[src/rtl/irq_controller.sv]
// Interrupt controller: latches sources as pending, masks them, arbitrates by fixed priority
// (lowest index wins) and sequences the assert / take / ERET handshake with cp0.
// Software access is through a 3-word memory-mapped window on the data-memory bus.
module irq_controller #(
  parameter int unsigned NUM_SRC   = 4,
  parameter logic [31:0] BASE_ADDR = 32'hFFFF0010
) (
  input  logic               clock,
  input  logic               reset,
  input  logic [NUM_SRC-1:0] irq_src,
  input  logic [31:0]        address,
  input  logic [31:0]        wr_data,
  input  logic               MemRead,
  input  logic               MemWrite,
  input  logic               TakenInterrupt,
  input  logic               ERET,
  output logic [31:0]        rd_data,
  output logic               IRQAddress,
  output logic               InterruptLine,
  output logic [2:0]         active_id
);

  typedef enum logic [1:0] {StIdle, StAssert, StService} state_e;

  state_e             state_q, state_d;
  logic [NUM_SRC-1:0] pending_q, pending_d;
  logic [NUM_SRC-1:0] mask_q, mask_d;
  logic [NUM_SRC-1:0] eligible, w1c, take_clr;
  logic [2:0]         active_id_q, active_id_d, sel;
  logic [29:0]        word_off;
  logic               sel_pending, sel_mask, sel_active, reg_wr, take;

  // Upper store-data bits and the byte offset within a word are don't-cares.
  logic unused_bits;
  assign unused_bits = ^{wr_data, address[1:0]};

  // Offset in words from the window base; anything past +2 (including wrap) misses.
  assign word_off    = address[31:2] - BASE_ADDR[31:2];
  assign sel_pending = (word_off == 30'd0);
  assign sel_mask    = (word_off == 30'd1);
  assign sel_active  = (word_off == 30'd2);
  assign IRQAddress  = sel_pending | sel_mask | sel_active;
  assign reg_wr      = IRQAddress & MemWrite;

  assign eligible      = pending_q & mask_q;
  assign take          = (state_q == StAssert) & TakenInterrupt;
  assign InterruptLine = (state_q == StAssert);
  assign active_id     = active_id_q;

  // Fixed-priority pick: scan from the top so the lowest set index is the last to win.
  always_comb begin
    sel = '0;
    for (int i = NUM_SRC - 1; i >= 0; i--) begin
      if (eligible[i]) sel = 3'(i);
    end
  end

  // Pending/mask next state; a new source request beats any clear in the same cycle.
  always_comb begin
    w1c      = (reg_wr && sel_pending) ? wr_data[NUM_SRC-1:0] : '0;
    take_clr = '0;
    for (int i = 0; i < NUM_SRC; i++) begin
      take_clr[i] = take && (active_id_q == 3'(i));
    end
    pending_d = irq_src | (pending_q & ~w1c & ~take_clr);
    mask_d    = (reg_wr && sel_mask) ? wr_data[NUM_SRC-1:0] : mask_q;
  end

  // Handshake FSM next state and the arbitrated / frozen source id.
  always_comb begin
    state_d     = state_q;
    active_id_d = active_id_q;
    unique case (state_q)
      StIdle: begin
        if (|eligible) begin
          state_d     = StAssert;
          active_id_d = sel;
        end
      end
      StAssert: begin
        if (TakenInterrupt) begin
          state_d = StService;
        end else if (!(|eligible)) begin
          state_d = StIdle;
        end else begin
          active_id_d = sel;
        end
      end
      StService: begin
        if (ERET) state_d = StIdle;
      end
      default: state_d = StIdle;
    endcase
  end

  // Register read mux; zero whenever the window is not being loaded from.
  always_comb begin
    rd_data = '0;
    if (MemRead) begin
      if (sel_pending) begin
        rd_data[NUM_SRC-1:0] = pending_q;
      end else if (sel_mask) begin
        rd_data[NUM_SRC-1:0] = mask_q;
      end else if (sel_active) begin
        rd_data[3:0] = {state_q == StService, active_id_q};
      end
    end
  end

  // State registers with synchronous reset; reset drops any handshake in progress.
  always_ff @(posedge clock) begin
    if (reset) begin
      state_q     <= StIdle;
      pending_q   <= '0;
      mask_q      <= '0;
      active_id_q <= '0;
    end else begin
      state_q     <= state_d;
      pending_q   <= pending_d;
      mask_q      <= mask_d;
      active_id_q <= active_id_d;
    end
  end

endmodule

[config.mk]
export PLATFORM = sky130hd
export DESIGN_NAME = irq_controller
export DESIGN_NICKNAME = d
export VERILOG_FILES = /design/src/rtl/irq_controller.sv
export SDC_FILE = /design/constraint.sdc
export NUM_CORES = 1
export LEC_CHECK = 0
export BUFFER_PORTS_ARGS = -buffer_cell sky130_fd_sc_hd__buf_4
export CORE_MARGIN = 4
export CORE_UTILIZATION = 40
export CTS_BUF_LIST = sky130_fd_sc_hd__clkbuf_8 sky130_fd_sc_hd__clkbuf_16
export CTS_CLUSTER_SIZE = 28
export DETAILED_ROUTE_END_ITERATION = 8
export PLACE_DENSITY = 0.89
export SYNTH_ARGS = -nofsm -noshare
export SYNTH_HDL_FRONTEND = slang
export SYNTH_SLANG_ARGS = --single-unit
export TNS_END_PERCENT = 10
[constraint.sdc]
create_clock -name clock -period 3.7 [get_ports clock]
set_input_delay 0.37 -clock clock [delete_from_list [all_inputs] [get_ports clock]]
set_output_delay 0.37 -clock clock [all_outputs]
set_load 0.02 [all_outputs]
==> impl_metrics.yaml <==
run_status:
  run_status: "completed"
cells_and_area:
  layout.nets: 292
  antenna_cells: 0
  syn_to_final_growth_pct: 29.2
  final_area_um2: 1560
  fill_cells: 280
  fin_util_pct: 55.2
  drive_gt1_share_pct: 28.6
synth:
  yosys-top-cells-count: "buf_4, nor2_1, nand2_1"
  syn-instance-count: 166
  ys_seq_elements: 12
  synthMuxAreaShare_pct: 4.96
  synth_top_family_by_area: "simple AND/OR/NAND/NOR gates"
  synthFlopType: "dfxtp_1"
  synthSimpleGateAreaFrac_pct: 36.4
  synth_top_area_share_pct: 19.9
  synthAdderAreaFrac_pct: 0
  synth_area_leaders: "dfxtp_1, buf_4, nor3_1"
  synth_top_area_cell: "dfxtp_1"
  yosysWarningCount: 0
  synth_xor_area_share_pct: 1.45
  synthArstFlopShare_pct: 0
  syn_area_um2: 1210
  syn_area_per_cell_um2: 7.29
  synth_cell_types: 40
  synth_edf_count: 0
  synth_seq_area_share_pct: 19.9
  yosysMostFrequentCell: "buf_4"
  synth_compound_area_share_pct: 16.2
floorplanning:
  start_util_pct: 42.8
  rows: 19
  core_um2: 2830
  die_area_um2: 3970
  die_width_um: 63.0
  ioPinCount: 111
  die_h_um: 63.0
routing:
  vias: 1208
  first_pass_iters: 4
  ant_nets: 0
  vias_per_cell: 4.87
  wl_per_cell_um: 12.1
  drtIter0Drc: 65
  wl_mm: 2.99
  drc: 0
timing:
  setup_viol: 0
  period_minus_slack_ps: 2770
  finalSetupTns_ps: 0
  hold_viol_final: 0
  maxSlewViolCount: 0
  fin_skew_ps: 1.69
  slew_headroom_pct: 63.7
  rsz0062_at_grt: "false"
  fin_crit_sh_pct: 74.7
  max_clock_freq_mhz: 362
  worst_pin_slew_ps: 541
critical_path:
  reg2reg_slack_ps: 2300
  path_common_cell: "buf_4"
  r2r-start: "state_q[0]"
  end_kind: "output pin"
  crit_slowest_cell: "or4_4"
  cp_top_family: "simple AND/OR/NAND/NOR gates"
  rr_worst_depth: 5
  crit_path_start: "address[14]"
  critPathKind: "input pin to output pin"
  critPathArrivalTime_ps: 2400
  cp_max_fo: 4
  critPathRequiredTime_ps: 3330
  endpoint: "rd_data[2]"
  crit_cells: 8
  crit_path_max_incr_delay_ps: 600
  crit_buf_inv: 2
  startpoint_type: "input pin"
  reg2reg_to: "pending_q[0]"
  cp_cell_sequence: "buf_4 > nor4_2 > nand4_1 > o2111ai_1 > a211oi_1 > or4_4 > nor4_1 > buf_4"
power:
  peakVddDrop_uv: 111
  p_leak_nw: 0.680
  powerDensity_nw_per_um2: 241
clocking:
  htree_levels: 1
  cts_tree: "yes"
  path_clk_slew_ps: 50
  numCtsBuffers: 3
  clkSinkCount: 12
  cts_root_buf: "clkbuf_8"
  cts_hold_buf: 0
  ctsResizeCount: 0
  cts_setup_buffers: 0
  clk_latency_ps: 240
  cts_max_path_buffers: 2
global_routing:
  first_global_vias: 1138
  grt_max_degree: 17
  grt_pass1_wl_mm: 4.95
  antenna_found_initial: 0
  grt-ovfl-total: 0
  track_usage_pct: 15.1
flow_run:
  cap_violations: 0
min_path:
  hp-class: "input pin to flop"
placement:
  dpl-instance-area_um2: 1510
  place_hpwl_mm: 2.51
  gp_congestion: 0.844
  port_buffers: 51
-- routing by layer --
layer / share of wire, % / GRT usage (%)
met1: 44 / 18.4
met2: 47 / 24.6
met3: 8.1 / 5.58
met4: 0.87 / 4.13
met5: 0 / 0
-- worst min path at each step --
stage | from | to | slack [ps] | depth (start not counted)
after floorplan | mask_q[2] | mask_q[2] | 460 | 2
after global placement | mask_q[2] | mask_q[2] | 480 | 2
after detailed placement | mask_q[2] | mask_q[2] | 490 | 2
after CTS | wr_data[1] | pending_q[1] | 330 | 2
after global routing | wr_data[2] | pending_q[2] | 340 | 2
final | wr_data[1] | pending_q[1] | 330 | 2
-- final cells by class --
type / instances / area (um2) / share of cell area (%)
inverter: 6 / 22.5 / 1.44
multi-input combinational: 144 / 823 / 52.7
clock buffer: 4 / 55.1 / 3.52
sequential: 12 / 240 / 15.4
tap: 31 / 38.8 / 2.48
timing repair buffer: 51 / 383 / 24.5
-- sequential cells by signal, summed over array words and instances, names as in the netlist --
name       count
mask_q         4
pending_q      4
active_id      2
state_q        2
-- power by group --
group | internal [W] | switching [W]
sequential | 0.000132 | 0.00000333
combinational | 0.0000412 | 0.0000551
clock | 0.0000942 | 0.0000505
total | 0.000268 | 0.000109
-- metrics by stage --
step | worst slack [ps] | std cells | total power (W) | hold WS [ps]
after detailed placement | 932 | 244 | 0.000234 | 485
after global placement | 901 | 244 | 0.000232 | 476
after CTS | 930 | 248 | 0.000378 | 328
after global routing | 702 | 248 | 0.000399 | 338
final | 935 | 248 | 0.000377 | 331
after floorplan | 854 | 194 | 0.000212 | 462
-- logic make-up after synthesis --
| kind of cell | count (synthesis) |
|---|---|
| DFF | 12 |
| other | 1 |
| and+or+nand+nor | 80 |
| xor gates and xnor gates | 2 |
| muxes | 6 |
| buffers and inverters | 38 |
| AOI/OAI and AO/OA | 27 |
-- layout by cell type (no fill, tap or decap), types with 2 or more instances in the layout --
cell	count
nand2b_1	9
buf_4	51
nand3_1	5
dfxtp_1	12
and4_1	2
nor3_1	13
a311oi_1	2
inv_1	6
nor4_1	2
o21ai_0	2
a211oi_1	4
clkbuf_8	4
nor4_2	2
conb_1	29
mux2i_1	6
nor2_1	17
a21oi_1	11
nor2b_1	3
nand2_1	16
No activity file was read; power rests on OpenSTA's default activity.
